===== config.mk =====
export PLATFORM = sky130hd
export DESIGN_NAME = ss_scan_encoder
export DESIGN_NICKNAME = d
export VERILOG_FILES = /design/src/rtl/ss_scan_encoder.sv
export SDC_FILE = /design/constraint.sdc
export NUM_CORES = 1
export LEC_CHECK = 0
export ABC_AREA = 1
export CORE_MARGIN = 8
export CORE_UTILIZATION = 56
export DETAILED_ROUTE_END_ITERATION = 7
export HOLD_SLACK_MARGIN = 0.1
export PLACE_DENSITY = 0.79
export SLEW_MARGIN = 20
export SYNTH_ARGS = -nofsm -noshare
export SYNTH_HDL_FRONTEND = slang
export SYNTH_SLANG_ARGS = --single-unit
export TNS_END_PERCENT = 5

===== constraint.sdc =====
create_clock -name clk -period 3 [get_ports clk]
set_clock_uncertainty 0.2 [all_clocks]
set_input_delay 0.6 -clock clk [delete_from_list [all_inputs] [get_ports clk]]
set_output_delay 0.6 -clock clk [all_outputs]
set_load 0.005 [all_outputs]

===== src/rtl/ss_scan_encoder.sv =====
`default_nettype none
// ============================================================================
// Module      : ss_scan_encoder
// Description : Watches a multiplexed, active-low 7-segment display bus and
//               recovers the 4-digit hex word shown on it. A digit is taken
//               once its segment/anode pair has stayed put long enough. The
//               outputs update only when all four digits have been taken.
//               Optional macro SS_ENC_DP_EN adds per-digit decimal-point
//               recovery on the dp port.
// Revision    : 1.0 - initial release
// ============================================================================
module ss_scan_encoder #(
    parameter int STABLE_CNT = 4
) (
    input  logic        clk,
    input  logic        rst,
    input  logic [7:0]  segment,
    input  logic [3:0]  digit_sel,
    output logic [15:0] value,
    output logic        valid,
    output logic [3:0]  digit_err,
`ifdef SS_ENC_DP_EN
    output logic [3:0]  dp,
`endif
    output logic        frame_done
);

    // The decimal point takes part in sampling only when it is recovered.
`ifdef SS_ENC_DP_EN
    localparam int c_SEG_W = 8;
`else
    localparam int c_SEG_W = 7;
`endif
    localparam logic [7:0] c_STABLE = 8'(STABLE_CNT);

    logic [c_SEG_W-1:0] w_seg_in;
    logic [c_SEG_W-1:0] r_cur_seg;
    logic [c_SEG_W-1:0] r_prev_seg;
    logic [3:0]         r_cur_sel;
    logic [3:0]         r_prev_sel;
    logic [7:0]         r_cnt;
    logic [3:0]         r_mask;
    logic [15:0]        r_shadow;
    logic [3:0]         r_shadow_err;
    logic [15:0]        r_value;
    logic               r_valid;
    logic [3:0]         r_err;
    logic               r_frame_done;

    logic               w_legal;
    logic [1:0]         w_idx;
    logic               w_same;
    logic               w_capture;
    logic [3:0]         w_nibble;
    logic               w_match;
    logic [3:0]         w_mask_next;
    logic [15:0]        w_shadow_next;
    logic [3:0]         w_err_next;
    logic               w_frame;

`ifdef SS_ENC_DP_EN
    logic [3:0]         r_shadow_dp;
    logic [3:0]         w_dp_next;
    logic [3:0]         r_dp;
`else
    logic               w_unused_dp_bit;
    assign w_unused_dp_bit = segment[7];
`endif

    assign w_seg_in = segment[c_SEG_W-1:0];

    // Register the display bus every cycle, keeping one sample of history.
    always_ff @(posedge clk) begin
        if (rst) begin
            r_cur_seg  <= '0;
            r_prev_seg <= '0;
            r_cur_sel  <= 4'h0;
            r_prev_sel <= 4'h0;
        end else begin
            r_cur_seg  <= w_seg_in;
            r_prev_seg <= r_cur_seg;
            r_cur_sel  <= digit_sel;
            r_prev_sel <= r_cur_sel;
        end
    end

    // Exactly one anode low is a legal sample; map it to a digit index.
    always_comb begin
        w_legal = 1'b1;
        w_idx   = 2'd0;
        case (r_cur_sel)
            4'b1110: w_idx = 2'd0;
            4'b1101: w_idx = 2'd1;
            4'b1011: w_idx = 2'd2;
            4'b0111: w_idx = 2'd3;
            default: w_legal = 1'b0;
        endcase
    end

    assign w_same    = (r_cur_seg == r_prev_seg) && (r_cur_sel == r_prev_sel);
    // Fires only on the transition into the saturated count, so once per dwell.
    assign w_capture = w_legal && w_same && (r_cnt == c_STABLE - 8'd1);

    // Segment pattern to hex nibble; anything off-table decodes to 0 and flags.
    always_comb begin
        w_nibble = 4'h0;
        w_match  = 1'b1;
        case (r_cur_seg[6:0])
            7'h40: w_nibble = 4'h0;
            7'h79: w_nibble = 4'h1;
            7'h24: w_nibble = 4'h2;
            7'h30: w_nibble = 4'h3;
            7'h19: w_nibble = 4'h4;
            7'h12: w_nibble = 4'h5;
            7'h02: w_nibble = 4'h6;
            7'h78: w_nibble = 4'h7;
            7'h00: w_nibble = 4'h8;
            7'h10: w_nibble = 4'h9;
            7'h08: w_nibble = 4'hA;
            7'h03: w_nibble = 4'hB;
            7'h46: w_nibble = 4'hC;
            7'h21: w_nibble = 4'hD;
            7'h06: w_nibble = 4'hE;
            7'h0E: w_nibble = 4'hF;
            default: w_match = 1'b0;
        endcase
    end

    // Next shadow contents with the current capture merged in (latest wins).
    always_comb begin
        w_shadow_next = r_shadow;
        w_err_next    = r_shadow_err;
        w_mask_next   = r_mask;
`ifdef SS_ENC_DP_EN
        w_dp_next     = r_shadow_dp;
`endif
        if (w_capture) begin
            w_shadow_next[{w_idx, 2'b00} +: 4] = w_nibble;
            w_err_next[w_idx]                  = ~w_match;
            w_mask_next[w_idx]                 = 1'b1;
`ifdef SS_ENC_DP_EN
            w_dp_next[w_idx]                   = ~r_cur_seg[7];
`endif
        end
    end

    assign w_frame = w_capture && (w_mask_next == 4'hF);

    // Saturating stability counter; any illegal or changed sample restarts it.
    always_ff @(posedge clk) begin
        if (rst) begin
            r_cnt <= 8'd0;
        end else if (w_legal && w_same) begin
            if (r_cnt != c_STABLE) begin
                r_cnt <= r_cnt + 8'd1;
            end
        end else begin
            r_cnt <= 8'd0;
        end
    end

    // Shadow capture, and atomic output load when the fourth digit lands.
    always_ff @(posedge clk) begin
        if (rst) begin
            r_shadow     <= 16'h0000;
            r_shadow_err <= 4'h0;
            r_mask       <= 4'h0;
            r_value      <= 16'h0000;
            r_valid      <= 1'b0;
            r_err        <= 4'h0;
            r_frame_done <= 1'b0;
`ifdef SS_ENC_DP_EN
            r_shadow_dp  <= 4'h0;
            r_dp         <= 4'h0;
`endif
        end else begin
            r_shadow     <= w_shadow_next;
            r_shadow_err <= w_err_next;
            r_mask       <= w_frame ? 4'h0 : w_mask_next;
            r_frame_done <= w_frame;
`ifdef SS_ENC_DP_EN
            r_shadow_dp  <= w_dp_next;
`endif
            if (w_frame) begin
                r_value <= w_shadow_next;
                r_err   <= w_err_next;
                r_valid <= 1'b1;
`ifdef SS_ENC_DP_EN
                r_dp    <= w_dp_next;
`endif
            end
        end
    end

    assign value      = r_value;
    assign valid      = r_valid;
    assign digit_err  = r_err;
    assign frame_done = r_frame_done;
`ifdef SS_ENC_DP_EN
    assign dp         = r_dp;
`endif

endmodule
`default_nettype wire

Yosys cells after proc, flatten, opt, wreduce, memory -nomap -nowiden:

Index checks and enable logic that the tools add are counted.

* input port bits: 14
* logic and storage cells: 66
* register bits: 76

* shift operators: 2
* multiplexer cells: 11
* bitwise gates (word level): 3
* add/sub/neg operators: 2
* equality and inequality tests: 24
* reductions and logical operators: 10
* order comparisons: 2

Operators with widths (number)
* 4-bit case mux with 15 select lines: 1
* 7-bit == test, second input constant: 4
* 7-bit by 5-bit == test with 1-bit output, second input constant: 3
* 7-bit by 6-bit == test with 1-bit output, second input constant: 3
* 16-bit bitwise mux: 1
* 4-bit == test, second input constant: 4
* 16-bit 2-to-1 mux: 1
* 16-bit OR reduction: 1
* 4-bit by 6-bit variable shift with 16-bit output, first input constant: 1
* 4-bit by 6-bit variable part select with 16-bit output: 1
* 7-bit by 2-bit == test with 1-bit output, second input constant: 2
* 7-bit by 4-bit == test with 1-bit output, second input constant: 2
* 8-bit by 1-bit adder with 8-bit output, second input constant: 1
* 8-bit by 2-bit == test with 1-bit output, second input constant: 1
* 4-bit 2-to-1 mux: 2
* 8-bit by 3-bit != test with 1-bit output, second input constant: 1
* 7-bit by 3-bit == test with 1-bit output, second input constant: 1
* 7-bit == test: 1
* 7-bit zero test: 1
* 4-bit negator with 6-bit output: 1
* 2-bit case mux with 3 select lines: 1
* 1-bit logical AND: 5
* 4-bit bitwise mux: 1
* 4-bit by 3-bit == test with 1-bit output, second input constant: 1
* 9 further kinds: 13

Depth between registers and ports, before layout:

* depth after elaboration: 11
* gate-level depth with buffers: 13
* mapped depth without buffers: 13

Least setup slack after synthesis:

Ideal clock, no wire load.

* path kind: register -> register
* start point: reg r_cur_sel[2]
* end point: reg r_err[1] (netlist: digit_err[1])
* cell stages (with the launch flop): 12
* setup slack: 0.823 ns
* period minus slack after synthesis: 2.177 ns
* arrival: 1.918 ns
* required time: 2.741 ns
* cells stage by stage: dfxtp_1 -> nand2_1 -> inv_1 -> a31oi_1 -> inv_1 -> ha_1 -> nand4_1 -> nand2_1 -> nand4_2 -> buf_2 -> nand3_1 -> nand2_1

* cells in the longest elaborated chain, start to end: 10
* elaborated cells on any way between the ends: 22
* those cells by class: 2 x order compare; 6 x eq/ne; 7 x mux; 1 x bitwise; 6 x reduce/logical

Ends and longest elaborated chain
* from (decl): RTL line 39 `logic [3:0] r_cur_sel;`
* from (signal assigned): RTL line 82 `r_cur_sel <= digit_sel;`
* 4-bit by 3-bit == test with 1-bit output or 4-bit == test (tied branches): RTL line 91 `case (r_cur_sel)`
* 2-bit case mux with 3 select lines: RTL line 91
* 2-bit by 3-bit < comparator with 1-bit output (implied by the code) or 2-bit by 1-bit greater-or-equal comparator with 1-bit output (tied branches): RTL line 139, 140
* 1-bit logical AND (implied by the code): RTL line 139, 140
* 1-bit 2-to-1 mux (implied by the code): RTL line 139, 140
* 1-bit demux with 2-bit select: RTL line 139, 140
* 4-bit bitwise OR (no line)
* 4-bit 2-to-1 mux: RTL line 137 `if (w_capture) begin`
* 4-bit == test: RTL line 147 `assign w_frame = w_capture && (w_mask_next == 4'hF);`
* 1-bit logical AND: RTL line 147
* to (signal assigned): RTL line 186 `r_err <= w_err_next;`
* to (decl): RTL line 47 `logic [3:0] r_err;`

Several ways; a longest one is shown, not always the timed one.
A chain may end at the register's enable or synchronous reset.

Worst setup path after layout:

* start point: reg r_cur_sel[0]
* end point: reg r_mask[3]

* cells in the longest elaborated chain, start to end: 11
* elaborated cells on any way between the ends: 21
* those cells by class: 2 x order compare; 6 x eq/ne; 5 x mux; 1 x bitwise; 7 x reduce/logical

Ends and longest elaborated chain
* 4-bit by 3-bit == test with 1-bit output or 4-bit == test (tied branches): RTL line 91
* 2-bit case mux with 3 select lines: RTL line 91
* 2-bit by 3-bit < comparator with 1-bit output (implied by the code) or 2-bit by 1-bit greater-or-equal comparator with 1-bit output (tied branches): RTL line 140 `w_mask_next[w_idx] = 1'b1;`
* 1-bit logical AND (implied by the code): RTL line 140
* 1-bit 2-to-1 mux (implied by the code): RTL line 140
* 1-bit demux with 2-bit select: RTL line 140
* 4-bit bitwise OR (no line)
* 4-bit 2-to-1 mux: RTL line 137
* 4-bit == test: RTL line 147
* 1-bit logical AND: RTL line 147
* 2-bit OR reduction (no line)
* to (signal assigned): RTL line 179 `r_mask <= w_frame ? 4'h0 : w_mask_next;`
* to (decl): RTL line 42 `logic [3:0] r_mask;`

Several ways; a longest one is shown, not always the timed one.

==> reports/metrics.cfg <==
[timing]
final-setup-viol-count=0
relSlewSlack=0.688
setup_tns_ns=0
report.final.slew_viol_count=0
fin_ws_ns=0.471
fin_crit_sh=0.843
fin_crit_ns=2.53
fmax_mhz=395
tightestPinTransition_ns=0.468
hold_viol=0
rsz0062_at_grt=false

[logic_synthesis]
synth_edf_count=0
syn-num-nets=545
synth_top_area_share=0.428
async_flop_share=0
ys_seq_area_frac=0.428
synth_top_area_cell=dfxtp_1
synthMostInstantiatedCell=nand2_1
yosysUniqueCellTypes=27
yosys_most_used_dff=dfxtp_1
synth_top_cells_by_count=145 x nand2_1, 76 x dfxtp_1, 72 x nor2_1
synthCells=522
synth_area_um2=3550
yosys_warnings=0
avgSynthCellArea_um2=6.81
synth_area_leaders=dfxtp_1 43%, nand2_1 15%, nand3_1 9.6%
synth-seq-cells=76

[floorplanning]
fp.dieH_um=95.7
core_um2=6240
die_width_um=95.7
rows=29
dieArea_um2=9150
io_pins=36
initial_utilization=0.570

[worst_setup_path]
crit_chain=nand2_1, nor3_1, a31oi_1, buf_4, inv_1, ha_1, nand4_1, nand2_1, nand4_2, buf_4, nand2_1, nor2_1
required_ns=3.04
path_delay_family=simple AND/OR/NAND/NOR gates
cp-end-kind=register
crit_top_cell=nand2_1
crit_fanout=13
start_kind=register
slowest_stage=dfxtp_1
r2r_cells=12
cp_num_buf_inv=3
r2r_start=r_cur_sel[0]
cpPeakStageDelay_ns=0.39
path_class=register to register
r2r_slack_ns=0.47
critical_path_arrival_ns=2.57
rr_endpoint=r_mask[3]

[grt]
grt_max_degree=45
grt_pass1_vias=3178
grt_pass1_wl_um=13400
grt_use_total=0.181
overflow=0
antenna_found_initial=0

[pwr]
finalPower_mw=1.94
p_int_mw=1.47
p_seq_frac=0.533
pwr-share-comb=0.064
p_clk_frac=0.402
swShare=0.242
switchingPower_mw=0.470
p_leak_nw=1.95
p_per_area_nw_per_um2=467
vdd_drop_max_mv=0.402

[routing]
totalWireLength_um=7360
firstDrtPassIters=4
routed-via-count=3227
routedWlPerCell_um=11.5
postRouteAntennaNets=0
viasPerCell=5.03
drcViolationCount=0
drtIter0Drc=164

[placement]
dp.cells=625
placed_area_um2=3960
dp_hpwl_um=5400
dp_worst_setup_slack_ns=0.448
port_buffers=34
gp_congestion=0.860

[clocking]
clkTransAtPathRegs_ns=0.08
clock-sinks=76
cts_tree=done
worstSkewPairLatency_ns=0.35
numCtsBuffers=9
hold_buffers=0
post_cts_resized=0
htree_levels=3
cts_buffer_depth=2
post_cts_buffers=0
cts_root_buffer=clkbuf_8

[min_path]
min_path_type=register to register
min_from=value[8]
min_path_cells=2
hold_end=value[8]

[final_layout]
layout.cells.non_filler=641
syn2layout_area_growth_pct=17.0
num_antenna_cells=0
drive_gt1_frac=0.0638
nets=582
fin_area_um2=4160
fillCellCount=579

[flow_run]
maxCapViolations=0

[outcome]
status=complete, no violations

[area by class of cell]
type,count,area (um^2),area share
clock inverters,6,63.8,0.0153
multi-input cells,361,1690,0.407
well taps,77,96.3,0.0232
inverters,72,270,0.0650
repair buffers,39,378,0.0909
flip-flops and latches,76,1520,0.366
clock buffers,10,138,0.0331
[state kept, by name, summed over array words and instances, names as in the netlist]
signal        flops
valid             1
r_prev_sel        4
r_mask            4
value            16
frame_done        1
r_shadow         16
digit_err         4
r_shadow_err      4
r_prev_seg        7
r_cur_seg         7
r_cnt             8
r_cur_sel         4
[routing by layer]
| metal | global-route usage | wire, um |
|---|---|---|
| met5 | 0 | 0 |
| met4 | 0.0935 | 132 |
| met3 | 0.0402 | 276 |
| met2 | 0.306 | 3460 |
| met1 | 0.211 | 3490 |
[through the flow]
step           hold slack (ns)  utilization
3_5_place_dp             0.260        0.634
6_report                 0.270        0.666
3_3_place_gp             0.257        0.634
2_1_floorplan            0.252            -
5_1_grt                  0.289        0.666
4_1_cts                  0.274        0.666
[cells in the final DEF (no fill, tap or decap), types with 9 or more instances in the layout]
cell type,count
ha_1,9
inv_1,65
dfxtp_1,76
nand2_1,145
nor3_1,9
clkbuf_8,10
nand3_1,68
nor2_1,72
a21oi_1,24
clkdlybuf4s50_1,34
[tightest hold or removal path: stages (launching register included)]
cell and delay, ns:
dfxtp_1 0.31, nand3_1 0.07, nand2_1 0.05
[kinds of logic (layout without fill, tap and decap cells)]
kind of cell	after synthesis	after routing	synth area share
buffers and inverters	85	127	0.0964
adder cells (fa/ha/maj)	9	9	0.0317
XOR/XNOR	4	4	0.00986
AND/OR/NAND/NOR	316	316	0.387
AO/OA/AOI/OAI	32	32	0.0468
flip-flops	76	76	0.428
[power groups by stage]
stage,clock (mW),combinational [mW],sequential [mW]
2_1_floorplan,0,0.0886,1.06
6_report,0.781,0.125,1.04
4_1_cts,0.796,0.125,1.03
3_5_place_dp,0,0.124,1.06
5_1_grt,0.840,0.142,1.04
3_3_place_gp,0,0.121,1.06
[worst max-delay path by stage]
stage / start / endpoint / slack, ns / depth (start not counted)
floorplan: r_cur_sel[2] / digit_err[1] / 0.82 / 11
global placement: r_cur_sel[2] / r_mask[3] / 0.53 / 12
detailed placement: r_cur_sel[2] / r_mask[3] / 0.45 / 12
CTS: r_cur_sel[2] / r_mask[3] / 0.44 / 12
global route: r_cur_sel[0] / r_mask[3] / 0.22 / 12
finish: r_cur_sel[0] / r_mask[3] / 0.47 / 12
(Power assumes the default switching activity.)
